### src/rtl/seg_scan_driver.sv
// Six-digit multiplexed 7-segment scan driver: double-buffered BCD digits,
// leading-zero blanking, per-digit decimal points and per-digit blinking.
module seg_scan_driver #(
  parameter int SCAN_DIV     = 50000,
  parameter int BLINK_FRAMES = 83
) (
  input  logic        clk,
  input  logic        rst,
  input  logic [23:0] i_digits,
  input  logic [5:0]  i_dp,
  input  logic        i_load,
  input  logic [5:0]  i_blink_mask,
  input  logic        i_blank_lz,
  output logic [6:0]  o_seg,
  output logic        o_seg_dp,
  output logic [5:0]  o_seg_enb,
  output logic        o_frame
);

  localparam int PW = (SCAN_DIV > 1) ? $clog2(SCAN_DIV) : 1;
  localparam int BW = (BLINK_FRAMES > 1) ? $clog2(BLINK_FRAMES) : 1;
  localparam logic [PW-1:0] PRESC_LAST = PW'(SCAN_DIV - 1);
  localparam logic [BW-1:0] BLINK_LAST = BW'(BLINK_FRAMES - 1);
  localparam logic [2:0]    IDX_LAST   = 3'd5;

  function automatic logic [6:0] bcd_to_seg(input logic [3:0] v);
    logic [6:0] s;
    case (v)
      4'd0:    s = 7'h3F;
      4'd1:    s = 7'h06;
      4'd2:    s = 7'h5B;
      4'd3:    s = 7'h4F;
      4'd4:    s = 7'h66;
      4'd5:    s = 7'h6D;
      4'd6:    s = 7'h7D;
      4'd7:    s = 7'h07;
      4'd8:    s = 7'h7F;
      4'd9:    s = 7'h6F;
      default: s = 7'h40;
    endcase
    return s;
  endfunction

  logic [PW-1:0]   presc_q, presc_d;
  logic [2:0]      idx_q, idx_d;
  logic [5:0][3:0] shadow_dig_q, shadow_dig_d;
  logic [5:0]      shadow_dp_q, shadow_dp_d;
  logic [5:0][3:0] act_dig_q, act_dig_d;
  logic [5:0]      act_dp_q, act_dp_d;
  logic [BW-1:0]   blink_cnt_q, blink_cnt_d;
  logic            blink_ph_q, blink_ph_d;
  logic [6:0]      seg_q, seg_d;
  logic            seg_dp_q, seg_dp_d;
  logic [5:0]      seg_enb_q, seg_enb_d;
  logic            frame_q, frame_d;

  logic            slot_tick_s;
  logic            boundary_s;
  logic [5:0]      lz_zero_s;
  logic [3:0]      cur_dig_s;
  logic            blank_s;
  logic            dark_s;

  assign slot_tick_s = (presc_q == PRESC_LAST);
  assign boundary_s  = slot_tick_s && (idx_q == IDX_LAST);

  always_comb begin
    presc_d = presc_q;
    idx_d   = idx_q;
    if (slot_tick_s) begin
      presc_d = '0;
      if (boundary_s) begin
        idx_d = 3'd0;
      end else begin
        idx_d = idx_q + 3'd1;
      end
    end else begin
      presc_d = presc_q + PW'(1);
    end
  end

  // A load coinciding with the frame boundary bypasses the shadow so it is not a frame late.
  always_comb begin
    shadow_dig_d = shadow_dig_q;
    shadow_dp_d  = shadow_dp_q;
    act_dig_d    = act_dig_q;
    act_dp_d     = act_dp_q;
    if (i_load) begin
      shadow_dig_d = i_digits;
      shadow_dp_d  = i_dp;
    end else begin
      shadow_dig_d = shadow_dig_q;
      shadow_dp_d  = shadow_dp_q;
    end
    if (boundary_s) begin
      if (i_load) begin
        act_dig_d = i_digits;
        act_dp_d  = i_dp;
      end else begin
        act_dig_d = shadow_dig_q;
        act_dp_d  = shadow_dp_q;
      end
    end else begin
      act_dig_d = act_dig_q;
      act_dp_d  = act_dp_q;
    end
  end

  always_comb begin
    blink_cnt_d = blink_cnt_q;
    blink_ph_d  = blink_ph_q;
    if (boundary_s) begin
      if (blink_cnt_q == BLINK_LAST) begin
        blink_cnt_d = '0;
        blink_ph_d  = ~blink_ph_q;
      end else begin
        blink_cnt_d = blink_cnt_q + BW'(1);
      end
    end else begin
      blink_cnt_d = blink_cnt_q;
    end
  end

  // lz_zero_s[n]: digit n and every digit above it are zero.
  always_comb begin
    lz_zero_s    = 6'b000000;
    lz_zero_s[5] = (act_dig_q[5] == 4'd0);
    for (int n = 4; n >= 0; n--) begin
      lz_zero_s[n] = lz_zero_s[n+1] && (act_dig_q[n] == 4'd0);
    end
  end

  always_comb begin
    cur_dig_s = act_dig_q[idx_q];
    blank_s   = i_blank_lz && (idx_q != 3'd0) && lz_zero_s[idx_q];
    dark_s    = blink_ph_q && i_blink_mask[idx_q];
    seg_d     = bcd_to_seg(cur_dig_s);
    seg_dp_d  = act_dp_q[idx_q];
    if (dark_s) begin
      seg_d    = 7'h00;
      seg_dp_d = 1'b0;
    end else if (blank_s) begin
      seg_d    = 7'h00;
    end else begin
      seg_d    = bcd_to_seg(cur_dig_s);
    end
    seg_enb_d = ~(6'b000001 << idx_q);
    frame_d   = boundary_s;
  end

  always_ff @(posedge clk or posedge rst) begin
    if (rst) begin
      presc_q      <= '0;
      idx_q        <= 3'd0;
      shadow_dig_q <= '0;
      shadow_dp_q  <= 6'b000000;
      act_dig_q    <= '0;
      act_dp_q     <= 6'b000000;
      blink_cnt_q  <= '0;
      blink_ph_q   <= 1'b0;
      seg_q        <= 7'h00;
      seg_dp_q     <= 1'b0;
      seg_enb_q    <= 6'b111111;
      frame_q      <= 1'b0;
    end else begin
      presc_q      <= presc_d;
      idx_q        <= idx_d;
      shadow_dig_q <= shadow_dig_d;
      shadow_dp_q  <= shadow_dp_d;
      act_dig_q    <= act_dig_d;
      act_dp_q     <= act_dp_d;
      blink_cnt_q  <= blink_cnt_d;
      blink_ph_q   <= blink_ph_d;
      seg_q        <= seg_d;
      seg_dp_q     <= seg_dp_d;
      seg_enb_q    <= seg_enb_d;
      frame_q      <= frame_d;
    end
  end

  assign o_seg     = seg_q;
  assign o_seg_dp  = seg_dp_q;
  assign o_seg_enb = seg_enb_q;
  assign o_frame   = frame_q;

endmodule

### config.mk
export PLATFORM = sky130hd
export DESIGN_NAME = seg_scan_driver
export DESIGN_NICKNAME = d
export VERILOG_FILES = /design/src/rtl/seg_scan_driver.sv
export SDC_FILE = /design/constraint.sdc
export NUM_CORES = 1
export LEC_CHECK = 0
export ABC_CLOCK_PERIOD_IN_PS = 6300
export BUFFER_PORTS_ARGS = -buffer_cell sky130_fd_sc_hd__buf_2
export CORE_MARGIN = 1.5
export CORE_UTILIZATION = 45
export DETAILED_ROUTE_END_ITERATION = 6
export HOLD_SLACK_MARGIN = 0.05
export PLACE_DENSITY_LB_ADDON = 0.12
export SLEW_MARGIN = 20
export SYNTH_ARGS = -nofsm -noshare
export SYNTH_HDL_FRONTEND = slang
export SYNTH_SLANG_ARGS = --single-unit
### constraint.sdc
create_clock -name clk -period 6.3 [get_ports clk]
set_input_delay 0.63 -clock clk [delete_from_list [all_inputs] [get_ports clk]]
set_output_delay 0.63 -clock clk [all_outputs]
set_load 0.05 [all_outputs]
==> summary.md, run 1 <==
| Metric | Value |
|---|---|
| Status | `complete, no violations` |
| Setup repair bufs after CTS | `0` |
| Htree depth | `3` |
| Post-synth top area share | `0.522` |
| Crit path time final | `between 3 and 4 ns` |
| Most common cell in the netlist | `nand2_1` |
| CTS sink cnt | `between 100 and 150` |
| Max cap viols | `0` |
| Starting Density | `0.467` |
| Final wirelength | `approximately 8400 µm` |
| Fin cells | `600` |
| Met1 Use GR | `0.244` |
| 1st-pass router iterations | `4` |
| Internal power | `just under 0.9 mW` |
| Placed cells | `a little under 600` |
| Worst-Skew Late Latency | `around 0.35 ns` |
| Net Sw Frac | `0.231` |
| Hold slack | `0.288 ns` |
| CTS clk-pin slew, worst paths | `~0.1 ns` |
| Post-synth ARST share | `1.00` |
| GRT busiest layer | `met2` |
| Maximum clock rate | `between 300 and 400 MHz` |
| CTS tree | `yes` |
| ANT cells | `0` |
| Reg power frac | `0.586` |
| Post-DR vias/cell | `5.02` |
| Row count | `36` |
| Core Area | `just under 10000 µm²` |
| Switching power | `0.267 mW` |
| #FFs+latches synth | `between 100 and 150` |
| Met2 Use GR | `0.257` |
| Detailed Place HPWL | `approximately 5800 µm` |
| Fillers | `roughly 920` |
| Worst Setup SP | `presc_q[0]` |
| Synth top cells by count | `nand2_1 (110), dfrtp_1 (96), mux2_2 (33)` |
| Setup TNS | `0 ns` |
| Slew Limit Fails | `0` |
| Number of synthesized flops with an enable pin | `0` |
| Die area | `around 11000 µm²` |
| Crit Path Category | `flop to flop` |
| Crit. End Element | `flop` |
| CTS resizes | `0` |
| Synth-to-Final Area Change | `12.0%` |
| GRT Overall Usage | `0.169` |
| First-pass GRT wire length | `14900 µm` |
| Fin nets | `about 500` |
| Yosys warns | `0` |
| Hold-fix buffer count after cts | `0` |
| Min-delay worst type | `input pin to async pin` |
| Met3 usage | `0.0301` |
| Biggest area consumer among synthesized cells | `dfrtp_1` |
| Leakage | `~2.3 nW` |
| Sequential area share after synthesis | `0.556` |
| Via count | `approximately 3.0k` |
| DRC | `0` |
| PortBufs | `54` |
| Cell Area, Synth | `~4600 µm²` |
| Req. time, crit path | `6.58 ns` |
| Pin count of the biggest net entering global routing | `63` |
| Clock Power Share | `0.364` |
| IO Count | `between 50 and 60` |
| CTS buffer count | `9` |
| Combinational fraction of design power | `0.050` |
| Crit path max fanout | `40` |
| Max_slew headroom | `0.478` |
| Worst VDD drop | `about 120 µV` |
| Yosys cell types | `between 50 and 60` |
| Die Y | `approximately 100 µm` |
| Synthesized instance count | `just over 400` |
| Clk buf depth | `2` |
| Hold Vio Cnt, Final | `0` |
| Detailed Route Iter0 Violations | `102` |
| Routed len/inst | `~14 µm` |
| Fraction of layout cells with a size suffix above 1 | `0.259` |
| Avg Inst Size Synth | `11.1 µm²` |
| Pwr Density | `224 nW/µm²` |
| Post-synthesis net count | `approximately 470` |
| Crit path launch type | `flop` |
| Die span in x | `around 100 µm` |
| Ys flop type | `dfrtp_1` |
| Critical path data arrival time | `3.51 ns` |
| Antenna violations before repair | `0` |
| Gpl congestion | `between 0.8 and 0.9` |
| Final Power | `about 1.2 mW` |
| Root buffer cell | `clkbuf_8` |
| Final Setup Violations | `0` |
| Post-route ant nets | `0` |
| Final worst path period share | `0.513` |
| Reg-to-Reg Start | `presc_q[0]` |
| RSZ-0062 raised after global routing | `no` |
| Grt total ovfl | `0` |
| Vias in the first global route | `around 3.1k` |
| Measured slew at the worst slew-check pin | `a little under 0.8 ns` |
| Final Skew | `0.00716 ns` |
| Area contributors post-synth | `dfrtp_1 (52%), nand2_1 (9.0%), mux2_2 (8.1%)` |
[kinds of logic (layout without fill, tap and decap cells)]
logic type               after synthesis  in the layout  synth area share
AO/OA/AOI/OAI                         34             34            0.0546
XOR/XNOR                              16             16            0.0304
adder cells (fa/ha/maj)               12             12            0.0326
buffers and inverters                 29             83            0.0313
flip-flops                           102            102             0.556
multiplexers                          44             44             0.124
AND/OR/NAND/NOR                      176            176             0.171
[metal layers]
layer / vias to the layer above / wire length, µm
met1: 1453 / 4310
met4: 0 / 104
met2: 60 / 3730
li1: 1489 / -
met3: 10 / 294
met5: - / 0
[worst max-delay path, stage by stage (launching register included)]
cell	delay [ns]
dfrtp_1	0.40
ha_1	0.21
and3_1	0.22
and4_1	0.52
nand3_2	0.65
inv_2	0.78
a21boi_0	0.19
o21ai_0	0.18
[path summary, 6_finish.rpt]
path / to / slack [ns] / cells after the start
min in group clk: act_dp_q[5] / 0.49 / 2
setup / recovery: blink_cnt_q[6] / 3.07 / 7
setup reg to reg: blink_cnt_q[6] / 3.07 / 7
hold / removal: shadow_dig_q[22] / 0.29 / 2
max in group asynchronous: shadow_dig_q[3] / 4.85 / 3
hold reg to reg: act_dp_q[5] / 0.49 / 2
[cell type report]
class	instances	area (µm²)	share of cell area
Inverter	12	47.5	0.00922
Clock buffer	9	124	0.0240
Timing Repair Buffer	55	278	0.0538
Multi-Input combinational cell	282	1900	0.368
Sequential cell	102	2560	0.496
Tap cell	133	166	0.0323
Clock inverter	7	82.6	0.0160
[per-stage QoR]
| step | util | setup slack (ns) | cell area (µm²) |
|---|---|---|---|
| after global placement | 0.502 | 3.14 | 4950 |
| final | 0.523 | 3.07 | 5160 |
| after global routing | 0.523 | 2.67 | 5160 |
| after CTS | 0.523 | 3.01 | 5160 |
| after detailed placement | 0.502 | 3.04 | 4950 |
| after floorplan | - | 3.00 | 4600 |
[cells in the final DEF, fill, tap and decap left out, drive strengths merged, types with 9 or more instances in the layout]
cell type and instances:
nand2 110, dfrtp 96, buf 55, mux2 33, nor2 19, nand3 14, inv 14, o21ai 13
ha 12, xor2 10, clkbuf 9
[power groups by stage]
stage	logic [mW]	registers [mW]	clock network, mW
floorplan	0.0373	0.689	0
global placement	0.0591	0.690	0
detailed placement	0.0591	0.691	0
CTS	0.0596	0.678	0.436
global route	0.0655	0.680	0.464
finish	0.0576	0.678	0.421
[registers in the layout, indices dropped and copies added, names as in the netlist, 3 cells and up]
| register | count |
|---|---|
| act_dig_q | 24 |
| shadow_dig_q | 24 |
| presc_q | 16 |
| blink_cnt_q | 7 |
| o_seg | 7 |
| act_dp_q | 6 |
| o_seg_enb | 6 |
| shadow_dp_q | 6 |
| idx_q | 3 |
(Power assumes the default switching activity.)
==> run 2: changes to the inputs <==
--- a/config.mk
+++ b/config.mk
@@ -5,7 +5,8 @@
 export SDC_FILE = /design/constraint.sdc
 export NUM_CORES = 1
 export LEC_CHECK = 0
-export ABC_CLOCK_PERIOD_IN_PS = 6300
+export ABC_AREA = 1
+export ABC_CLOCK_PERIOD_IN_PS = 2750
 export BUFFER_PORTS_ARGS = -buffer_cell sky130_fd_sc_hd__buf_2
 export CORE_MARGIN = 1.5
 export CORE_UTILIZATION = 45
==> constraint.sdc (replaced) <==
create_clock -name clk -period 2.75 [get_ports clk]
set_input_delay 0.275 -clock clk [delete_from_list [all_inputs] [get_ports clk]]
set_output_delay 0.275 -clock clk [all_outputs]
set_load 0.05 [all_outputs]
==> run 2 against run 1 <==
  * Clock skew is 0.0040 ns higher
  * Worst hold slack worse by 0.13 ns
  * Final area is 6.7% higher
  * First-iteration DRC count is 16% higher
  * Register-to-register slack worse by 2.6 ns
  * Utilization is 0.56 points higher
  * Clock power grew to 2.7 times the previous value
  * Worst setup slack worse by 2.6 ns
  * Non-clock buffer count is 4 higher
  * Synthesized area is 6.0% higher
==> summary.md, run 2 <==
| Metric | Value |
|---|---|
| Hold Startpoint | `i_digits[11]` |
| DRC | `0` |
| Slew Limit Fails | `0` |
| ANT cells | `0` |
| Fin nets | `between 600 and 700` |
| Fin cells | `around 720` |
| Htree depth | `3` |
| Measured slew at the worst slew-check pin | `about 0.66 ns` |
| Setup repair bufs after CTS | `0` |
| Most common cell in the netlist | `nand2_1` |
| Reg-to-Reg Start | `idx_q[1]` |
| Final Power | `approximately 2.8 mW` |
| Worst VDD drop | `between 200 and 300 µV` |
| Status | `complete, no violations` |
| Pwr Density | `between 500 and 600 nW/µm²` |
| Root buffer cell | `clkbuf_8` |
| Final wirelength | `9440 µm` |
| Via count | `~3.5k` |
| Detailed Place HPWL | `around 6800 µm` |
| Sequential area share after synthesis | `0.525` |
| GRT Overall Usage | `0.179` |
| Ys flop type | `dfrtp_1` |
| Top Registers | `act_dig_q (24), shadow_dig_q (24), presc_q (16)` |
| Synthesized instance count | `522` |
| Die area | `roughly 11000 µm²` |
| Row count | `37` |
| Worst reg-to-reg path cell count | `9` |
| Req. time, crit path | `~3 ns` |
| Min-delay worst type | `input pin to flop` |
| Worst-Skew Late Latency | `approximately 0.36 ns` |
| Crit path max fanout | `12` |
| CTS sink cnt | `102` |
| Most common cell after layout, fill and taps aside | `nand2_1` |
| Synth-to-Final Area Change | `12.8%` |
| Core Area | `10400 µm²` |
| Most frequent cells in the layout | `nand2_1 (114), dfrtp_1 (96), inv_1 (67)` |
| Largest family of logic cells by synthesized area | `simple AND/OR/NAND/NOR gates` |
| Synth top cells by count | `nand2_1 (114), dfrtp_1 (96), inv_1 (68)` |
| RSZ-0062 raised after global routing | `no` |
| 1st-pass router iterations | `4` |
| Post-Synth XOR/XNOR Area | `0.0215` |
| #FFs+latches synth | `a little over 100` |
| Die Y | `between 100 and 150 µm` |
| Area share of and/or/nand/nor cells after synthesis | `0.180` |
| Maximum clock rate | `435 MHz` |
| Area contributors post-synth | `dfrtp_1 (49%), nand2_1 (8.8%), mux2_2 (6.9%)` |
| Synth Area in Adders | `0.0308` |
| Yosys cell types | `34` |
| Max_slew headroom | `0.562` |
| Crit path time final | `2.30 ns` |
| Grt total ovfl | `0` |
| Pin count of the biggest net entering global routing | `79` |
| CTS clk-pin slew, worst paths | `0.10 ns` |
| Number of synthesized flops with an enable pin | `0` |
| Fraction of layout cells with a size suffix above 1 | `0.247` |
| Final Skew | `approximately 0.011 ns` |
| Hold Vio Cnt, Final | `0` |
| CTS buffer count | `9` |
| WHS Path Cells | `2` |
| R2r setup slk | `between 0.4 and 0.5 ns` |
| Synth Area in Compound Gates | `0.0926` |
| Final worst path period share | `0.835` |
| Post-synth top area share | `0.492` |
| Post-synthesis net count | `574` |
| Routed len/inst | `about 13 µm` |
| First-pass GRT wire length | `around 16000 µm` |
| Final WS setup | `about 0.45 ns` |
| CTS tree | `yes` |
| Die span in x | `roughly 110 µm` |
| Crit. End Element | `flop` |
| Post-route ant nets | `0` |
| Setup TNS | `0 ns` |
| Starting Density | `0.468` |
| Crit path launch type | `flop` |
| Worst slack at placement | `about 0.50 ns` |
| Critical path data arrival time | `about 2.6 ns` |
| Leakage | `2.69 nW` |
| PortBufs | `54` |
| Final Setup Violations | `0` |
| Avg Inst Size Synth | `around 9.3 µm²` |
| Hold EP | `shadow_dig_q[11]` |
| Final instance area | `~5500 µm²` |
| Dpl cell area | `roughly 5200 µm²` |
| Gpl congestion | `a little under 0.9` |
| Post-synth ARST share | `1.00` |
| Post-DR vias/cell | `about 4.9` |
| Crit Path Category | `flop to flop` |
| Yosys warns | `0` |
| Vias in the first global route | `roughly 3.5k` |
| R2r endpoint | `o_seg[0]` |
| IO Count | `55` |
| Fillers | `994` |
| Detailed Route Iter0 Violations | `between 100 and 150` |
| Cell Area, Synth | `between 4000 and 5000 µm²` |
| Max cap viols | `0` |
| Post-synthesis mux area share | `0.0692` |
| Antenna violations before repair | `0` |
| Placed cells | `~700` |
| Clk buf depth | `2` |
| Biggest area consumer among synthesized cells | `dfrtp_1` |
-- run 2: changes by cell type after synthesis, sizes merged, moves of 5 or more --
cell / change
a21boi: -6
a21oi: +8
and3: -5
buf: +5
inv: +59
mux2i: -5
mux4: -6
nand2: +8
nor2: +33
nor3: +5
o21ai: +34
xnor2: -5
-- run 2: layout make-up --
cell class                      instances  area (µm²)  area share
Clock buffer                           11         141      0.0257
Clock inverter                          5         106      0.0193
Inverter                               71         270      0.0491
Multi-Input combinational cell        331        1920       0.349
Sequential cell                       102        2560       0.465
Tap cell                              136         170      0.0309
Timing Repair Buffer                   59         335      0.0609
-- run 2: timing repair --
| item | CTS | global route |
|---|---|---|
| resized for setup | 0 | 0 |
| hold endpoints to repair | 21 | 0 |
| hold buffers | 1 | 0 |
-- run 2: worst max-delay path by stage --
| stage | startpoint | endpoint | slack, ns | cells past startpoint |
|---|---|---|---|---|
| CTS | idx_q[1] | o_seg[0] | 0.47 | 9 |
| floorplan | idx_q[0] | o_seg[0] | 0.77 | 11 |
| detailed placement | idx_q[1] | o_seg[0] | 0.50 | 9 |
| finish | idx_q[1] | o_seg[0] | 0.45 | 9 |
| global route | idx_q[1] | o_seg[0] | 0.29 | 9 |
| global placement | idx_q[1] | o_seg[0] | 0.59 | 9 |
-- run 2: where the power goes --
part	internal (mW)	switching (mW)	total (mW)
Clock	0.631	0.500	1.13
Combinational	0.0640	0.0716	0.136
Sequential	1.54	0.00968	1.55
-- run 2: metrics by stage --
stage,util,hold WS (ns)
2_1_floorplan,-,0.428
3_3_place_gp,0.504,0.359
3_5_place_dp,0.504,0.362
4_1_cts,0.529,0.151
5_1_grt,0.529,0.149
6_report,0.529,0.161
-- run 2: routing by layer --
metal	vias up	GRT usage	wire, µm	share of wire
li1	1756	-	-	-
met1	1662	0.235	4330	0.46
met2	65	0.293	4600	0.49
met3	8	0.0438	393	0.042
met4	0	0.0571	112	0.012
met5	-	0	0	0
-- run 2: worst max-delay path, cell delays in order, from the launching register on --
cell     delay (ns)
dfrtp_1        0.57
inv_2          0.19
nand2_1        0.22
inv_1          0.08
a32oi_1        0.32
inv_1          0.11
ha_1           0.21
o21ai_0        0.27
nor2_1         0.07
nor2_1         0.17
-- run 2: cells by family (layout without fill, tap and decap cells) --
| logic type | count (synthesis) | in the layout |
|---|---|---|
| and+or+nand+nor | 208 | 208 |
| DFF | 102 | 102 |
| buffers and inverters | 89 | 146 |
| AOI/OAI and AO/OA | 69 | 69 |
| muxes | 30 | 30 |
| adders and majority gates | 12 | 12 |
| xor gates and xnor gates | 12 | 12 |
==> run 3: changes to the inputs <==
--- a/config.mk
+++ b/config.mk
@@ -5,8 +5,8 @@
 export SDC_FILE = /design/constraint.sdc
 export NUM_CORES = 1
 export LEC_CHECK = 0
-export ABC_AREA = 1
-export ABC_CLOCK_PERIOD_IN_PS = 2750
+export ABC_AREA = 0
+export ABC_CLOCK_PERIOD_IN_PS = 1850
 export BUFFER_PORTS_ARGS = -buffer_cell sky130_fd_sc_hd__buf_2
 export CORE_MARGIN = 1.5
 export CORE_UTILIZATION = 45
==> constraint.sdc (replaced) <==
create_clock -name clk -period 1.85 [get_ports clk]
set_input_delay 0.185 -clock clk [delete_from_list [all_inputs] [get_ports clk]]
set_output_delay 0.185 -clock clk [all_outputs]
set_load 0.05 [all_outputs]
==> run 3 against run 2 <==
  * The flow now finishes with violations (setup timing)
  * Clock power increased by 20%
  * Combinational power increased by 71%
  * Utilization increased by 5.3 points
  * Clock skew increased by 0.0040 ns
  * Global-route usage increased by 0.53 points
  * Final cell count decreased by 8.3%
  * Via count decreased by 6.9%
  * Critical path type unchanged
  * Largest power group unchanged
  * Highest routed layer unchanged
==> summary.md, run 3 (synthesized netlist as in run 1, its figures left out) <==
| Metric | Value |
|---|---|
| IO Count | `55` |
| Worst VDD drop | `388 µV` |
| Grt total ovfl | `0` |
| Crit-path slowest cell | `mux4_2` |
| Worst reg-to-reg path cell count | `6` |
| Final Skew | `about 0.015 ns` |
| Via count | `approximately 3.3k` |
| Synth-to-Final Area Change | `24.5%` |
| First-pass GRT wire length | `~16000 µm` |
| CTS tree | `yes` |
| Final instance area | `approximately 5700 µm²` |
| Row count | `36` |
| CTS clk-pin slew, worst paths | `approximately 0.11 ns` |
| Final Setup Violations | `6` |
| DRC | `0` |
| Pin count of the biggest net entering global routing | `103` |
| Hold slack | `between 0.06 and 0.07 ns` |
| ANT cells | `0` |
| Root buffer cell | `clkbuf_8` |
| Critical Path, Cell by Cell | `buf_6 > mux4_2 > a22oi_4 > and2b_1 > nand2b_1 > a21boi_1` |
| CTS sink cnt | `102` |
| Req. time, crit path | `2.15 ns` |
| CTS buffer count | `9` |
| Pwr Density | `~700 nW/µm²` |
| Util after Layout | `0.581` |
| Fraction of layout cells with a size suffix above 1 | `0.329` |
| R2r endpoint | `o_seg[2]` |
| R2r setup slk | `-0.04 ns` |
| Hold Startpoint | `i_digits[1]` |
| WHS Path Cells | `2` |
| Antenna violations before repair | `0` |
| Worst-Skew Late Latency | `about 0.38 ns` |
| Gpl congestion | `between 0.8 and 0.9` |
| Max_slew headroom | `0.644` |
| Detailed Place HPWL | `6370 µm` |
| Maximum clock rate | `between 500 and 600 MHz` |
| Crit path launch type | `flop` |
| Hold EP | `shadow_dig_q[1]` |
| Crit path max fanout | `6` |
| Detailed Route Iter0 Violations | `approximately 120` |
| Starting Density | `0.467` |
| RSZ-0062 raised after global routing | `yes` |
| Die Y | `between 100 and 150 µm` |
| Die area | `10800 µm²` |
| Most common cell after layout, fill and taps aside | `nand2_1` |
| Crit. End Element | `flop` |
| Final wirelength | `slightly above 9000 µm` |
| Setup TNS | `-0.174 ns` |
| Core Area | `9860 µm²` |
| Fin nets | `570` |
| CP max stage delay | `~0.53 ns` |
| Most frequent cells in the layout | `nand2_1 (110), dfrtp_1 (94), buf_2 (54)` |
| Failing checks | `setup timing` |
| Routed len/inst | `13.9 µm` |
| Max cap viols | `0` |
| Htree depth | `3` |
| 1st-pass router iterations | `4` |
| Post-route ant nets | `0` |
| GRT Overall Usage | `0.185` |
| Dpl cell area | `roughly 5200 µm²` |
| Leakage | `between 2 and 3 nW` |
| Measured slew at the worst slew-check pin | `around 0.53 ns` |
| Hold Vio Cnt, Final | `0` |
| Critical path data arrival time | `2.19 ns` |
| PortBufs | `54` |
| Top Registers | `act_dig_q (24), shadow_dig_q (24), presc_q (16)` |
| Crit Path Category | `flop to flop` |
| Min-delay worst type | `input pin to flop` |
| Slew Limit Fails | `0` |
| Worst slack at placement | `-0.0893 ns` |
| Status | `finished with violations` |
| Die span in x | `about 100 µm` |
| Crit path time final | `~1.9 ns` |
| Post-DR vias/cell | `just under 5` |
| Final worst path period share | `1.02` |
| Reg-to-Reg Start | `idx_q[0]` |
| Clk buf depth | `2` |
| Final WS setup | `-0.0410 ns` |
| Vias in the first global route | `3293` |
run 3: where the power goes:
part,leakage (nW),total [mW],internal (mW),switching (mW)
Clock,0.0914,1.36,0.522,0.836
Sequential,1.15,2.31,2.29,0.0160
Combinational,1.31,0.232,0.125,0.108
Total,2.55,3.90,2.94,0.960
run 3: worst max-delay path by stage:
stage / start / endpoint / slack [ns] / depth (start not counted)
after floorplan: idx_q[0] / o_seg[6] / -0.08 / 9
after global routing: idx_q[0] / o_seg[6] / -0.16 / 7
final: idx_q[0] / o_seg[2] / -0.04 / 6
after detailed placement: idx_q[0] / o_seg[2] / -0.09 / 6
after CTS: idx_q[0] / o_seg[5] / -0.04 / 6
after global placement: idx_q[0] / o_seg[3] / -0.0005 / 6
run 3: critical path: cells and delay by family (launching register included):
kind,cells,cell delay (ns)
simple gates,2,0.32
compound gates,2,0.40
buf+inv,1,0.12
flops,1,0.44
mux,1,0.53
run 3: timing repair:
| action | in CTS | in global routing |
|---|---|---|
| pin swaps | 2 | 6 |
| setup endpoints to repair | 8 | 40 |
| hold buffers | 18 | 3 |
| gates resized for setup | 9 | 12 |
| buffers inserted | 1 | 2 |
| hold endpoints to repair | 113 | 3 |
run 3: metrics by stage:
stage	power, mW	std cells
after floorplan	2.47	413
after global placement	2.55	616
after detailed placement	2.56	616
after CTS	3.93	651
after global routing	4.08	656
final	3.90	656
run 3: final cells by class:
type / count / area (µm²)
tap: 133 / 166
sequential: 102 / 2560
fill: 861 / 4130
multi-input combinational: 282 / 1970
clock buffer: 9 / 124
timing repair buffer: 111 / 796
inverter: 12 / 53.8
clock inverter: 7 / 66.3
run 3: layer usage:
layer / part of all wire / wire length, µm / up-vias / GRT usage
li1: - / - / 1600 / -
met3: 0.032 / 293 / 9 / 0.0426
met5: 0 / 0 / - / 0
met4: 0.010 / 93 / 0 / 0.0595
met1: 0.50 / 4520 / 1583 / 0.258
met2: 0.46 / 4190 / 58 / 0.286
